$ cat src/rtl/step_run_ctrl.sv
// rtl/step_run_ctrl.sv - step/run/halt clock-enable sequencer for the core
module step_run_ctrl #(
    parameter int RUN_DIV = 4,
    parameter int CNT_W   = 16
) (
    input  logic             clk,
    input  logic             rst,
    input  logic             step_btn,
    input  logic             run_btn,
    input  logic             halt_req,
    output logic             cpu_en,
    output logic             running,
    output logic             halted,
    output logic [CNT_W-1:0] step_count
);

    localparam int DIV_W = (RUN_DIV > 1) ? $clog2(RUN_DIV) : 1;
    localparam logic [DIV_W-1:0] DIV_LAST = DIV_W'(RUN_DIV - 1);

    typedef enum logic [1:0] {
        S_PAUSED,
        S_STEP,
        S_RUN,
        S_HALTED
    } state_t;

    state_t           state;
    state_t           state_nxt;
    logic [DIV_W-1:0] div_cnt;
    logic [DIV_W-1:0] div_nxt;
    logic             step_q;
    logic             run_q;
    logic             step_rise;
    logic             run_rise;

    assign step_rise = step_btn & ~step_q;
    assign run_rise  = run_btn & ~run_q;

    // Edge registers reset high so a button held through reset must be released first.
    always_ff @(posedge clk) begin
        if (!rst) begin
            state      <= S_PAUSED;
            div_cnt    <= '0;
            step_q     <= 1'b1;
            run_q      <= 1'b1;
            step_count <= '0;
        end else begin
            state   <= state_nxt;
            div_cnt <= div_nxt;
            step_q  <= step_btn;
            run_q   <= run_btn;
            if (cpu_en && (step_count != {CNT_W{1'b1}})) begin
                step_count <= step_count + CNT_W'(1);
            end
        end
    end

    always_comb begin
        state_nxt = state;
        div_nxt   = div_cnt;
        if (halt_req && (state != S_HALTED)) begin
            state_nxt = S_HALTED;
            div_nxt   = '0;
        end else begin
            case (state)
                S_PAUSED: begin
                    if (run_rise) begin
                        state_nxt = S_RUN;
                        div_nxt   = '0;
                    end else if (step_rise) begin
                        state_nxt = S_STEP;
                    end
                end
                S_STEP: state_nxt = S_PAUSED;
                S_RUN: begin
                    if (run_rise) begin
                        state_nxt = S_PAUSED;
                        div_nxt   = '0;
                    end else if (div_cnt == DIV_LAST) begin
                        div_nxt = '0;
                    end else begin
                        div_nxt = div_cnt + DIV_W'(1);
                    end
                end
                S_HALTED: state_nxt = S_HALTED;
                default:  state_nxt = S_PAUSED;
            endcase
        end
    end

    assign cpu_en  = (state == S_STEP) || ((state == S_RUN) && (div_cnt == DIV_LAST));
    assign running = (state == S_RUN);
    assign halted  = (state == S_HALTED);

endmodule

$ cat config.mk
export PLATFORM = sky130hd
export DESIGN_NAME = step_run_ctrl
export DESIGN_NICKNAME = d
export VERILOG_FILES = /design/src/rtl/step_run_ctrl.sv
export SDC_FILE = /design/constraint.sdc
export NUM_CORES = 1
export LEC_CHECK = 0
export ABC_AREA = 1
export CORE_ASPECT_RATIO = 1.4
export CORE_MARGIN = 5
export CORE_UTILIZATION = 40
export CTS_CLUSTER_SIZE = 12
export DETAILED_ROUTE_END_ITERATION = 12
export PLACE_DENSITY = 0.73
export SYNTH_ARGS = -nofsm -noshare
export SYNTH_HDL_FRONTEND = slang
export SYNTH_SLANG_ARGS = --single-unit
$ cat constraint.sdc
create_clock -name clk -period 3.61 [get_ports clk]
set_clock_uncertainty 0.2 [all_clocks]
set_input_delay 0.722 -clock clk [delete_from_list [all_inputs] [get_ports clk]]
set_output_delay 0.722 -clock clk [all_outputs]
set_load 0.1 [all_outputs]
==> flow_summary_export.csv, run 1 <==
group,metric,value,unit
setup_path,reg2reg_depth,7,
setup_path,startpoint_type,"register",
setup_path,startpoint,"state[1]",
detailed_routing,detail-route-antenna-nets,0,
synth,synth_flop_cell,"dfxtp_1",
sta,worst_slack,1.309,ns
sta,min_period,2.301,ns
detailed_routing,routed_via_density,4.764,
sta,setup_violations,0,
sta,grt_setup_unrepaired,"false",
final_layout,ff_latch_area,440.4,sq um
clocking,cts_root_buf,"clkbuf_8",
detailed_routing,drt_wl_total,2666,microns
synth,post-synth-top-area-cell,"dfxtp_1",
die,core,0.003093,sq mm
clocking,cts_buffer_depth,2,
place,place_area,0.001454,sq mm
place,dp_slack,1.164,ns
sta,tns,0,ns
clocking,clock_latency,0.27,ns
die,initial_core_util,40.98,%
setup_path,rr_startpoint,"step_count[0]",
final_layout,areaGrowthSynthToFinish,19.05,%
grt,grt_max_degree,24,
setup_path,crit_type,"register to primary output",
clocking,cts_tree,"yes",
min_path,hold_end,"div_cnt[1]",
place,hpwl,2055,microns
detailed_routing,drc_errors,0,
clocking,cts_hold_buf,0,
grt,track_usage,13.17,%
synth,avgSynthCellArea,6.601,sq um
setup_path,worstPathRequired,2.69,ns
grt,antenna_found_initial,0,
clocking,cts-resized-gates,0,
place,gp_congestion,0.8407,
final_layout,final_nets,223,
synth,synth_nets,199,
grt,grt_pass1_vias,1147,
detailed_routing,via_count,1210,
power_and_ir_drop,peakVddDrop,223.6,uV
setup_path,rr_endpoint,"step_count[15]",
final_layout,most-common-layout-cells,"nand2_1 (52), nor2_1 (41), dfxtp_1 (22)",
final_layout,final_common_cell,"nand2_1",
die,die_h,76.61,microns
detailed_routing,wl_per_cell,10.50,microns
synth,synth_edf_count,0,
sta,fmax,434.7,MHz
clocking,post_cts_buffers,0,
min_path,hold_path_depth,2,
place,port_buffers,23,
synth,synth_area_leaders,"dfxtp_1 (35%), nand2_1 (15%), nor2_1 (12%)",
clocking,clock_sinks,22,
synth,ys_seq_area_share,34.75,%
run,max-cap-violations,0,
synth,yosysUniqueCellTypes,20,
synth,synthCells,192,
detailed_routing,drt_iter0_drc,19,
synth,yosysWarnings,0,
die,io_pins,24,
min_path,hp-class,"register to register",
die,die_width,57.58,microns
grt,globalRouteOverflowTotal,0,
synth,netlist_area,0.001267,sq mm
die,die_area,0.004411,sq mm
min_path,hold_start,"div_cnt[1]",
outcome,outcome,"completed",
synth,netlist.area_leader.share,34.75,%
sta,final_max_slew_viol_count,0,
final_layout,antenna_cells,0,
power_and_ir_drop,p_leak,0.6490,nW
sta,hold_viol_final,0,
sta,fin_crit_sh,63.73,%
clocking,cts_buffers,3,
final_layout,fillCellCount,326,
final_layout,multi_input_area,710.7,sq um
grt,grt_pass1_wl,4705,microns
power_and_ir_drop,p_per_area,349.1,mW/mm^2
setup_path,cp_max_fo,7,
synth,yosys_register_bits,22,
final_layout,drive_gt1_share,17.67,%
final_layout,stdcell_area,0.001509,sq mm
setup_path,r2r_slack,1.86,ns
detailed_routing,firstDrtPassIters,4,
die,rows,24,
setup_path,endpoint_kind,"primary output",
synth,ys_async_sr_fraction,0,%
sta,tightest_slew,0.6752,ns
clocking,path_clk_slew,0.08,ns
sta,slew_headroom,54.85,%
clocking,h-tree-depth,1,
setup_path,crit_arrival,1.38,ns
-- per-layer routing --
metal | wire length (microns) | global-route usage, % | vias to the layer above
met5 | 0 | 0 | -
met4 | 63 | 6.265 | 0
met3 | 97 | 2.542 | 5
met2 | 1375 | 23.42 | 16
met1 | 1129 | 14.42 | 536
li1 | - | - | 653
-- worst max-delay path by stage --
stage                    to  slack (ns)  cells after the start
floorplan           running        0.89                      2
global placement     step_q        1.16                      3
detailed placement   step_q        1.16                      3
CTS                 running        1.29                      3
global route        running        1.23                      3
finish              running        1.31                      3
-- registers in the layout, summed over array words and instances (netlist names) --
| signal | flops |
|---|---|
| div_cnt | 2 |
| step_count | 16 |
| step_q | 1 |
| state | 2 |
| run_q | 1 |
-- report_power, final --
group          switching [mW]  internal, mW  total (mW)  leakage [nW]
Combinational          0.0659        0.0228      0.0887         0.441
Clock                  0.0845        0.0975       0.182        0.0288
Sequential            0.00696         0.249       0.256         0.179
Total                   0.157         0.369       0.527         0.649
-- worst max-delay path, cell delays in order (launching register included) --
cell and delay, ns:
dfxtp_1 0.44, inv_1 0.08, nor2_1 0.24, buf_4 0.35
-- Yosys cell counts, types with 2 or more instances --
cell     instances
inv_1           18
nor2_1          41
nand3_2          2
o21ai_0          2
dfxtp_1         22
nor2_4           5
nand2_1         52
a21oi_1         13
nand3_1         19
buf_6            4
ha_1             2
nand2_2          4
-- cell families (layout without fill, tap and decap cells) --
| logic type | after synthesis | count (layout) | share of synthesized area [%] |
|---|---|---|---|
| AOI/OAI and AO/OA | 18 | 18 | 7.996 |
| DFF | 22 | 22 | 34.75 |
| buffers and inverters | 23 | 46 | 9.180 |
| and+or+nand+nor | 127 | 127 | 46.10 |
| adders and majority gates | 2 | 2 | 1.974 |
-- area by class of cell --
| cell class | count | area share (%) |
|---|---|---|
| inverter | 19 | 4.726 |
| timing repair buffer | 23 | 12.11 |
| sequential | 22 | 29.19 |
| multi-input combinational | 147 | 47.10 |
| tap | 39 | 3.234 |
| clock buffer | 4 | 3.648 |
-- stage by stage --
stage	utilization [%]	hold WS [ns]	total power, mW	instances
global route	48.79	0.3074	0.5472	254
finish	48.79	0.2746	0.5267	254
global placement	47.01	0.2598	0.3508	250
CTS	48.79	0.2757	0.5320	254
detailed placement	47.01	0.2642	0.3512	250
floorplan	-	0.2443	0.3332	192
(Power assumes the default switching activity.)
==> inputs of run 2 (changes only) <==
Settings changed: PLACE_DENSITY 0.73 to 0.75.
Clock period 3.61 ns to 1.93 ns, I/O delays scaled along.
==> flow_summary_export.csv, run 2 (synthesized netlist as in run 1, its figures left out) <==
group,metric,value,unit
power_and_ir_drop,p_seq_share,50.6,%
clocking,clock_latency,0.25,ns
setup_path,rr_endpoint,"step_count[5]",
place,gp_congestion,0.8359,
min_path,hold_end,"div_cnt[1]",
final_layout,final_common_cell,"nand2_1",
detailed_routing,firstDrtPassIters,5,
setup_path,crit_type,"register to primary output",
outcome,outcome,"completed",
sta,fmax,549.8,MHz
clocking,cts_buffers,3,
final_layout,most-common-layout-cells,"nand2_1 (51), nor2_1 (40), nand3_1 (19), buf_12 (19), inv_1 (18)",
grt,grt_max_degree,24,
clocking,clock_sinks,22,
power_and_ir_drop,p_per_area,540.3,mW/mm^2
min_path,hold_path_depth,2,
final_layout,regMostFlops,"step_count",
grt,antenna_found_initial,0,
sta,slew_headroom,76.14,%
power_and_ir_drop,comb_power_share,20.8,%
clocking,cts_tree,"yes",
sta,min_period,1.819,ns
sta,hold_viol_final,0,
final_layout,largest_register_ffs,16,
die,rows,24,
power_and_ir_drop,p_leak,0.7080,nW
setup_path,reg2reg_depth,6,
setup_path,worstPathRequired,1.34,ns
sta,tightest_slew,0.3573,ns
final_layout,areaGrowthSynthToFinish,39.29,%
die,die_h,76.61,microns
place,port_buffers,23,
place,dp_slack,0.2162,ns
die,io_pins,24,
grt,track_usage,14.15,%
die,die_width,57.58,microns
power_and_ir_drop,p_total,0.9539,mW
final_layout,reg_top3,"step_count (16), div_cnt (2), state (2)",
power_and_ir_drop,swShare,29.18,%
final_layout,drive_gt1_share,26.05,%
sta,grt_setup_unrepaired,"false",
setup_path,cp_max_fo,3,
setup_path,r2r_slack,0.19,ns
sta,tns,0,ns
grt,grt_pass1_vias,1229,
setup_path,crit_arrival,1.23,ns
sta,worst_slack,0.1113,ns
min_path,hp-class,"register to register",
detailed_routing,drt_iter0_drc,31,
clocking,cts_root_buf,"clkbuf_8",
detailed_routing,detail-route-antenna-nets,0,
detailed_routing,wl_per_cell,10.91,microns
detailed_routing,drc_errors,0,
clocking,h-tree-depth,1,
sta,final_max_slew_viol_count,0,
clocking,cts_hold_buf,0,
min_path,hold_start,"div_cnt[1]",
setup_path,endpoint_kind,"primary output",
final_layout,final_nets,224,
grt,grt_pass1_wl,5106,microns
detailed_routing,routed_via_density,4.862,
final_layout,antenna_cells,0,
grt,globalRouteOverflowTotal,0,
run,max-cap-violations,0,
power_and_ir_drop,power_switching,0.2784,mW
die,core,0.003093,sq mm
clocking,path_clk_slew,0.07,ns
detailed_routing,via_count,1235,
clocking,cts_buffer_depth,2,
clocking,cts-resized-gates,0,
power_and_ir_drop,peakVddDrop,571.5,uV
power_and_ir_drop,clkPwrFrac,28.6,%
die,initial_core_util,40.98,%
setup_path,startpoint_type,"register",
final_layout,fin_cells,254,
sta,fin_crit_sh,94.23,%
die,die_area,0.004411,sq mm
sta,setup_violations,0,
setup_path,rr_startpoint,"step_count[0]",
place,hpwl,2146,microns
place,placed_cells,251,
detailed_routing,drt_wl_total,2771,microns
power_and_ir_drop,p_int,0.6755,mW
clocking,post_cts_buffers,0,
==> run 2: cell types whose count changed in the layout (fill, tap and decap cells not counted), sizes merged <==
| cell | delta |
|---|---|
| buf | +1 |
| clkbuf | -1 |
==> run 2: worst max-delay path by stage <==
| stage | end | start | cells after the start | slack [ns] |
|---|---|---|---|---|
| final | cpu_en | div_cnt[0] | 4 | 0.11 |
| after global routing | running | state[1] | 3 | 0.007 |
| after CTS | cpu_en | div_cnt[0] | 4 | 0.12 |
| after detailed placement | state[0] | run_btn | 8 | 0.22 |
| after global placement | state[0] | run_btn | 8 | 0.23 |
| after floorplan | step_count[13] | step_count[0] | 7 | 0.02 |
==> run 2: power by group through the flow <==
stage	Combinational (mW)	Sequential (mW)	Clock, mW
floorplan	0.103	0.523	0
global placement	0.198	0.492	0
detailed placement	0.200	0.493	0
CTS	0.201	0.482	0.285
global route	0.215	0.485	0.304
finish	0.199	0.482	0.273
==> run 2: through the flow <==
step	cell area, sq um	util (%)	hold WS, ns
6_report	1765	57.08	0.2716
5_1_grt	1765	57.08	0.3105
4_1_cts	1765	57.08	0.2759
3_5_place_dp	1724	55.74	0.2645
3_3_place_gp	1724	55.74	0.2568
2_1_floorplan	1292	-	0.2443
==> run 2: per-layer routing <==
metal	wire, microns	GRT usage [%]	vias up
li1	-	-	654
met1	1105	15.93	554
met2	1508	25.23	20
met5	0	0	-
met3	111	2.203	7
met4	45	6.265	0
==> run 2: layout make-up <==
| class | instances | area [sq um] |
|---|---|---|
| Fill cell | 289 | 1328 |
| Multi-Input combinational cell | 147 | 715.7 |
| Sequential cell | 22 | 460.4 |
| Timing Repair Buffer | 24 | 427.9 |
| Inverter | 19 | 71.32 |
| Tap cell | 39 | 48.80 |
| Clock buffer | 3 | 41.29 |
==> run 2: worst max-delay path: stages, from the launching register on <==
cell     delay (ns)
dfxtp_1        0.37
ha_1           0.21
nand3_1        0.10
nand2_2        0.12
buf_12         0.18
